File: config.mk
export PLATFORM = sky130hd
export DESIGN_NAME = core_run_ctrl
export DESIGN_NICKNAME = d
export VERILOG_FILES = /design/src/rtl/core_run_ctrl.sv
export SDC_FILE = /design/constraint.sdc
export NUM_CORES = 1
export LEC_CHECK = 0
export CAP_MARGIN = 25
export CORE_MARGIN = 10
export CORE_UTILIZATION = 50
export CTS_BUF_LIST = sky130_fd_sc_hd__clkbuf_4 sky130_fd_sc_hd__clkbuf_8
export DETAILED_ROUTE_END_ITERATION = 10
export GPL_ROUTABILITY_DRIVEN = 0
export PLACE_DENSITY = 0.8
export SYNTH_ARGS = -nofsm -noshare
export SYNTH_HDL_FRONTEND = slang
export SYNTH_SLANG_ARGS = --single-unit
File: constraint.sdc
create_clock -name clk -period 3.5 [get_ports clk]
set_clock_uncertainty 0.2 [all_clocks]
set_input_delay 0.7 -clock clk [delete_from_list [all_inputs] [get_ports clk]]
set_output_delay 0.7 -clock clk [all_outputs]
set_load 0.02 [all_outputs]
File: src/rtl/core_run_ctrl.sv
// Run controller for an attached core: holds it in reset, releases it, and watches
// its output bus until it settles. Optional watchdog: CORE_RUN_CTRL_WATCHDOG_EN.
module core_run_ctrl #(
  parameter int RST_CYCLES    = 5,
  parameter int STABLE_CYCLES = 8,
  parameter int MAX_CYCLES    = 1000
) (
  input  logic        clk,
  input  logic        reset,
  input  logic        start,
  input  logic        abort,
  input  logic [9:0]  core_out,
  output logic        core_reset,
  output logic        busy,
  output logic        done,
  output logic        timeout,
  output logic [9:0]  result,
  output logic [15:0] cycles,
  output logic [1:0]  dbg_state
);

  typedef enum logic [1:0] {
    S_IDLE  = 2'd0,
    S_RESET = 2'd1,
    S_RUN   = 2'd2,
    S_DONE  = 2'd3
  } state_t;

  localparam logic [7:0] RST_LAST = 8'(RST_CYCLES - 1);
  localparam logic [7:0] STAB_TGT = 8'(STABLE_CYCLES);
`ifdef CORE_RUN_CTRL_WATCHDOG_EN
  localparam logic [15:0] MAX_CYC = 16'(MAX_CYCLES);
`endif

  generate
    if (RST_CYCLES < 1 || RST_CYCLES > 255) begin : g_bad_rst
      $error("RST_CYCLES out of range 1..255");
    end
    if (STABLE_CYCLES < 2 || STABLE_CYCLES > 255) begin : g_bad_stab
      $error("STABLE_CYCLES out of range 2..255");
    end
    if (MAX_CYCLES < 1 || MAX_CYCLES > 65535) begin : g_bad_max
      $error("MAX_CYCLES out of range 1..65535");
    end
  endgenerate

  state_t      state_q, state_d;
  logic [7:0]  rst_cnt_q, rst_cnt_d;
  logic [7:0]  stab_cnt_q, stab_cnt_d;
  logic [9:0]  prev_out_q, prev_out_d;
  logic [15:0] cycles_q, cycles_d;
  logic [9:0]  result_q, result_d;
  logic        timeout_q, timeout_d;
  logic        core_reset_q, core_reset_d;
  logic        busy_q, busy_d;
  logic        done_q, done_d;
  logic [7:0]  stab_next;
  logic [15:0] cycles_inc;

  always_comb begin
    // A zero stability count marks the first RUN edge of a run.
    if (stab_cnt_q == 8'd0) begin
      stab_next = 8'd1;
    end else if (core_out == prev_out_q) begin
      stab_next = stab_cnt_q + 8'd1;
    end else begin
      stab_next = 8'd1;
    end
    cycles_inc = (cycles_q == 16'hFFFF) ? cycles_q : cycles_q + 16'd1;
  end

  always_comb begin
    state_d    = state_q;
    rst_cnt_d  = rst_cnt_q;
    stab_cnt_d = stab_cnt_q;
    prev_out_d = prev_out_q;
    cycles_d   = cycles_q;
    result_d   = result_q;
    timeout_d  = timeout_q;
    case (state_q)
      S_IDLE: begin
        if (start) begin
          state_d    = S_RESET;
          rst_cnt_d  = 8'd0;
          stab_cnt_d = 8'd0;
          cycles_d   = 16'd0;
          timeout_d  = 1'b0;
        end
      end
      S_RESET: begin
        if (abort) begin
          state_d = S_IDLE;
        end else if (rst_cnt_q == RST_LAST) begin
          state_d = S_RUN;
        end else begin
          rst_cnt_d = rst_cnt_q + 8'd1;
        end
      end
      S_RUN: begin
        if (abort) begin
          state_d = S_IDLE;
        end else begin
          cycles_d   = cycles_inc;
          stab_cnt_d = stab_next;
          prev_out_d = core_out;
          // Stability is tested first so it beats a same-edge watchdog expiry.
          if (stab_next == STAB_TGT) begin
            state_d   = S_DONE;
            result_d  = core_out;
            timeout_d = 1'b0;
          end
`ifdef CORE_RUN_CTRL_WATCHDOG_EN
          else if (cycles_inc >= MAX_CYC) begin
            state_d   = S_DONE;
            result_d  = core_out;
            timeout_d = 1'b1;
          end
`endif
        end
      end
      S_DONE: begin
        if (abort) begin
          state_d   = S_IDLE;
          timeout_d = 1'b0;
        end else if (start) begin
          state_d    = S_RESET;
          rst_cnt_d  = 8'd0;
          stab_cnt_d = 8'd0;
          cycles_d   = 16'd0;
          timeout_d  = 1'b0;
        end
      end
      default: state_d = S_IDLE;
    endcase
`ifndef CORE_RUN_CTRL_WATCHDOG_EN
    timeout_d = 1'b0;
`endif
    core_reset_d = (state_d != S_RUN);
    busy_d       = (state_d == S_RESET) || (state_d == S_RUN);
    done_d       = (state_d == S_DONE);
  end

  always_ff @(posedge clk) begin
    if (reset) begin
      state_q      <= S_IDLE;
      rst_cnt_q    <= 8'd0;
      stab_cnt_q   <= 8'd0;
      prev_out_q   <= 10'd0;
      cycles_q     <= 16'd0;
      result_q     <= 10'd0;
      timeout_q    <= 1'b0;
      core_reset_q <= 1'b1;
      busy_q       <= 1'b0;
      done_q       <= 1'b0;
    end else begin
      state_q      <= state_d;
      rst_cnt_q    <= rst_cnt_d;
      stab_cnt_q   <= stab_cnt_d;
      prev_out_q   <= prev_out_d;
      cycles_q     <= cycles_d;
      result_q     <= result_d;
      timeout_q    <= timeout_d;
      core_reset_q <= core_reset_d;
      busy_q       <= busy_d;
      done_q       <= done_d;
    end
  end

  assign core_reset = core_reset_q;
  assign busy       = busy_q;
  assign done       = done_q;
  assign timeout    = timeout_q;
  assign result     = result_q;
  assign cycles     = cycles_q;
  assign dbg_state  = state_q;

endmodule

# Yosys cells after proc, flatten, opt, wreduce, memory -nomap -nowiden

Cells that the tools add are included.

Bits in registers: 57
Bits of input ports: 14
Output and inout bits: 32
Word-level logic and storage cells: 62

$add $sub $neg: 3
Equality and inequality tests: 16
Multiplexer cells: 23
Bitwise logic cells: 1
Reductions and logical operators: 10

Operator list:

| cell                  | number |
|---|---|
| $mux 8                | 9 |
| $mux 16               | 4 |
| $pmux 16 s3           | 1 |
| $pmux 8 s3            | 2 |
| $add 16x1->16 const B | 1 |
| $add 8x1->8 const B   | 2 |
| $eq 16x16->1 const B  | 1 |
| $mux 2                | 6 |
| $ne 2x2->1 const B    | 6 |
| $eq 10x10->1          | 1 |
| $eq 2x2->1 const B    | 4 |
| $eq 8x3->1 const B    | 1 |
| $eq 8x4->1 const B    | 1 |
| $logic_not 8->1       | 1 |
| $pmux 2 s4            | 1 |
| $reduce_and 4->1      | 2 |
| $reduce_and 3->1      | 2 |
| $reduce_bool 3->1     | 2 |
| $eq 2x1->1 const B    | 2 |
| $logic_not 2->1       | 1 |
| $reduce_and 2->1      | 1 |
| $logic_or 1x1->1      | 1 |
| $not 1->1             | 1 |

# Logic depth before layout (Yosys ltp)

Depth in word-level cells: 9
Depth in mapped cells: 9
Gate-level depth less buffers: 9

# Worst setup path before layout

No wires, ideal clock.

Kind: input-to-reg
Start: input port abort
End: register result_q[7], in the netlist result[7]
Library setup time: 0.132 ns
Arrival time: 2.181 ns
Data required time: 3.168 ns
Slack: 0.986 ns
Cell stages on the path: 7
Buffers on the path: 3
Cell sequence: clkbuf_1 -> or2_1 -> or4_1 -> buf_2 -> buf_6 -> o31ai_1 -> a21oi_1

Longest elaborated chain between the ends: 2

RTL lines:

| what                              | line | text |
|---|---|---|
| start: declaration                | 11   | `input logic abort,` |
| $not 1->1 (no source line)        | n/a  |  |
| $reduce_and 3->1 (no source line) | n/a  |  |
| end signal: assignment            | 161  | `result_q <= result_d;` |
| end: declaration                  | 52   | `logic [9:0] result_q, result_d;` |

Every way passes these cells.
A chain may end at the register's enable or synchronous reset.

# Worst setup path after layout

Start: input port core_out[4]
End: register stab_cnt_q[5]

Longest elaborated chain between the ends: 5

RTL lines:

| what                   | line | text |
|---|---|---|
| start: declaration     | 12   | `input logic [9:0] core_out,` |
| $eq 10x10->1           | 64   | `end else if (core_out == prev_out_q) begin` |
| $mux 8                 | 64   |  |
| $mux 8                 | 62   | `if (stab_cnt_q == 8'd0) begin` |
| $mux 8                 | 100  | `if (abort) begin` |
| $pmux 8 s3             | 80   | `case (state_q)` |
| end signal: assignment | 158  | `stab_cnt_q <= stab_cnt_d;` |
| end: declaration       | 49   | `logic [7:0] stab_cnt_q, stab_cnt_d;` |

Every way passes these cells. The select of a mux whose other input is x is not followed.

==> impl_metrics.ini <==
[outcome]
status = completed

[detailed_routing]
post_drt_wl_per_cell_um = 15.5
drt_pass1_iterations = 5
via_count = 2766
vias_per_cell = 5.80
ant_nets = 0
drt_iter0_markers = 139
drcViolationCount = 0
wirelength_um = 7390

[run]
maxCapViolations = 0

[global_route]
grt_pass1_vias = 2636
grt_max_degree = 19
track_usage = 0.154
antenna_found_initial = 0
grt-busiest-layer = met2
grtUsageMet1 = 0.187
met2_usage = 0.248
met3_usage = 0.0334
grt_pass1_wl_um = 12500
grt-ovfl-total = 0

[power]
vdd_drop_max_mv = 0.311
p_leak_uw = 0.00119
power.density_nw_per_um2 = 366

[placement]
hpwl_um = 5230
io_buffers = 44
dpl_worst_slack_ns = 0.295

[die]
die_y_um = 96.8
rows = 27
fp.dieW_um = 96.8
coreArea_um2 = 5610
die_area_um2 = 9370
pin_count = 46
start_util = 0.526

[setup_path]
crit_chain = clkdlybuf4s50_1, xor2_1, a211o_1, or4_1, nor4b_1, a21o_1
cp_top_family = simple AND/OR/NAND/NOR gates
worstPathRequired_ns = 3.59
path_class = input pin to flop
start_kind = input pin
slowest_delay_ns = 0.74
cp_num_buf_inv = 1
arrival_ns = 2.92
crit_fanout = 14
endpoint_kind = flop
ff2ff_path_depth = 7
r2r_start = stab_cnt_q[0]$_SDFFE_PP0P_
r2r_slack_ns = 0.79
cpMaxStageDelayCell = or4_1
r2r-end = stab_cnt_q[5]$_SDFFE_PP0P_

[clock_tree]
clockRootBuffer = clkbuf_8
htree_levels = 3
cts_buffers = 9
postCtsHoldBufs = 0
clkLatencyLatePin_ns = 0.34
cts_setup_buffers = 0
cts_max_path_buffers = 2
clk_pin_slew_ns = 0.06
cts.sinks = 57
cts_tree = done
post_cts_resized = 0

[synthesis]
yosys.cell_types.count = 50
synth_nets = 383
synth_flop_cell = dfxtp_1
ys_seq_elements = 57
synth_compound_area_frac = 0.177
yosys.area_share.simple = 0.283
synth_cells = 362
synthAdderAreaFrac = 0.0297
syn_area_um2 = 2950
postSynth.asyncResetShare = 0
yosys.area.top_type = dfxtp_1
synth_area_leaders = dfxtp_1 39%, a21oi_1 5.4%, nand2_1 5.0%
synthXorXnorAreaFrac = 0.0565
synth_top_family_by_area = simple AND/OR/NAND/NOR gates
yosysWarnings = 0
synth.avg_cell_area_um2 = 8.14
synth_edf_count = 0
synth_top_area_frac = 0.387
synth_mux_area_frac = 0.0170
synth_seq_area_share = 0.387

[cells_and_area]
num_antenna_cells = 0
nets = 422
drive_gt1_frac = 0.0691
final_util = 0.643
syn_to_final_growth_pct = 22.4

[sta]
worst_slack_ns = 0.671
timing.final.crit_share = 0.808
period_minus_slack_ns = 2.83
fmax_mhz = 354
drv_slew = 0
relSlewSlack = 0.403
holdWs_ns = 0.268
finalHoldViolations = 0
setup_tns_ns = 0
worst_pin_slew_ns = 0.892
setup_violations = 0
rsz0062_at_grt = false

[hold_path]
min_from = result[4]$_SDFFE_PP0P_
holdPathStages = 2
hold_path_class = flop to flop
hold_end = result[4]$_SDFFE_PP0P_
==> stage by stage <==
stage | instance area [um^2] | power (uW) | std cells
6_report | 3610 | 1320 | 477
5_1_grt | 3610 | 1360 | 477
4_1_cts | 3600 | 1320 | 476
3_5_place_dp | 3420 | 763 | 461
3_3_place_gp | 3420 | 761 | 460
2_1_floorplan | 2950 | 724 | 362
==> worst max path at each step <==
stage                                    startpoint                          to  depth (start not counted)
after floorplan                               abort      result[7]$_SDFFE_PP0P_                          7
after global placement                  core_out[4]      result[9]$_SDFFE_PP0P_                          6
after detailed placement                      abort   rst_cnt_q[4]$_SDFFE_PP0P_                          7
after CTS                 rst_cnt_q[0]$_SDFFE_PP0P_   rst_cnt_q[7]$_SDFFE_PP0P_                          7
after global routing                    core_out[0]  stab_cnt_q[5]$_SDFFE_PP0P_                          6
final                                   core_out[4]  stab_cnt_q[5]$_SDFFE_PP0P_                          6
==> area by class of cell <==
cell class,instances,area [um^2]
tap,72,90.1
clock buffer,12,165
fill,482,2000
timing repair buffer,53,503
multi-input combinational,272,1660
sequential,57,1140
clock inverter,3,15.0
inverter,8,30.0
==> placed cells by master (no fill, tap or decap), types with 5 or more instances in the layout <==
master	instances
a21oi_1	32
a31oi_1	5
and3_1	5
buf_4	7
clkbuf_8	12
clkdlybuf4s50_1	44
dfxtp_1	57
ha_1	7
inv_1	8
mux2i_1	5
nand2_1	39
nand2b_1	5
nand3_1	12
nand4_1	19
nor2_1	22
nor3_1	6
nor4_1	8
nor4b_1	5
o21ai_0	15
o31ai_1	14
or3_1	12
xnor2_1	15
==> power by group <==
part           total, uW  internal [uW]  switching (uW)
logic               92.8           41.4            51.4
clock network        571            307             264
registers            657            652            4.93
==> registers in the layout (all words and copies together) (netlist names) <==
register / cells
rst_cnt_q: 8
done: 1
result: 10
cycles: 16
busy: 1
stab_cnt_q: 8
core_reset: 1
prev_out_q: 10
dbg_state: 2
==> cells by family after synthesis <==
family / after synthesis
xor+xnor: 19
fa+ha+maj: 7
compound gates: 85
simple gates: 155
buf+inv: 33
other cells: 1
mux: 5
flops: 57
==> cell usage after synthesis (3+ instances only) <==
master,count
xnor2_1,15
nor2b_1,4
ha_1,7
a21oi_1,32
nor2_1,22
clkbuf_1,14
buf_2,7
inv_1,8
nor4b_1,5
and2_1,4
or3_1,12
dfxtp_1,57
nand2b_1,5
nand3_1,12
o21ai_0,15
and3_1,5
and4_1,3
nor4_1,8
xor2_1,4
or4_1,3
mux2i_1,5
a21o_1,3
nor3_1,6
nand2_1,39
o31ai_1,14
a31oi_1,5
nand4_1,19
==> tightest hold or removal path, delay by kind of cell (launching register included) <==
kind,cells,cell delay [ns]
flip-flops,1,0.31
AO/OA/AOI/OAI,2,0.11
==> metal layers <==
| metal | routed length [um] | part of all wire | up-vias |
|---|---|---|---|
| li1 | - | - | 1391 |
| met1 | 3390 | 0.46 | 1293 |
| met2 | 3540 | 0.48 | 69 |
| met3 | 300 | 0.041 | 13 |
| met4 | 158 | 0.021 | 0 |
| met5 | 0 | 0 | - |
No activity file was read; power rests on OpenSTA's default activity.
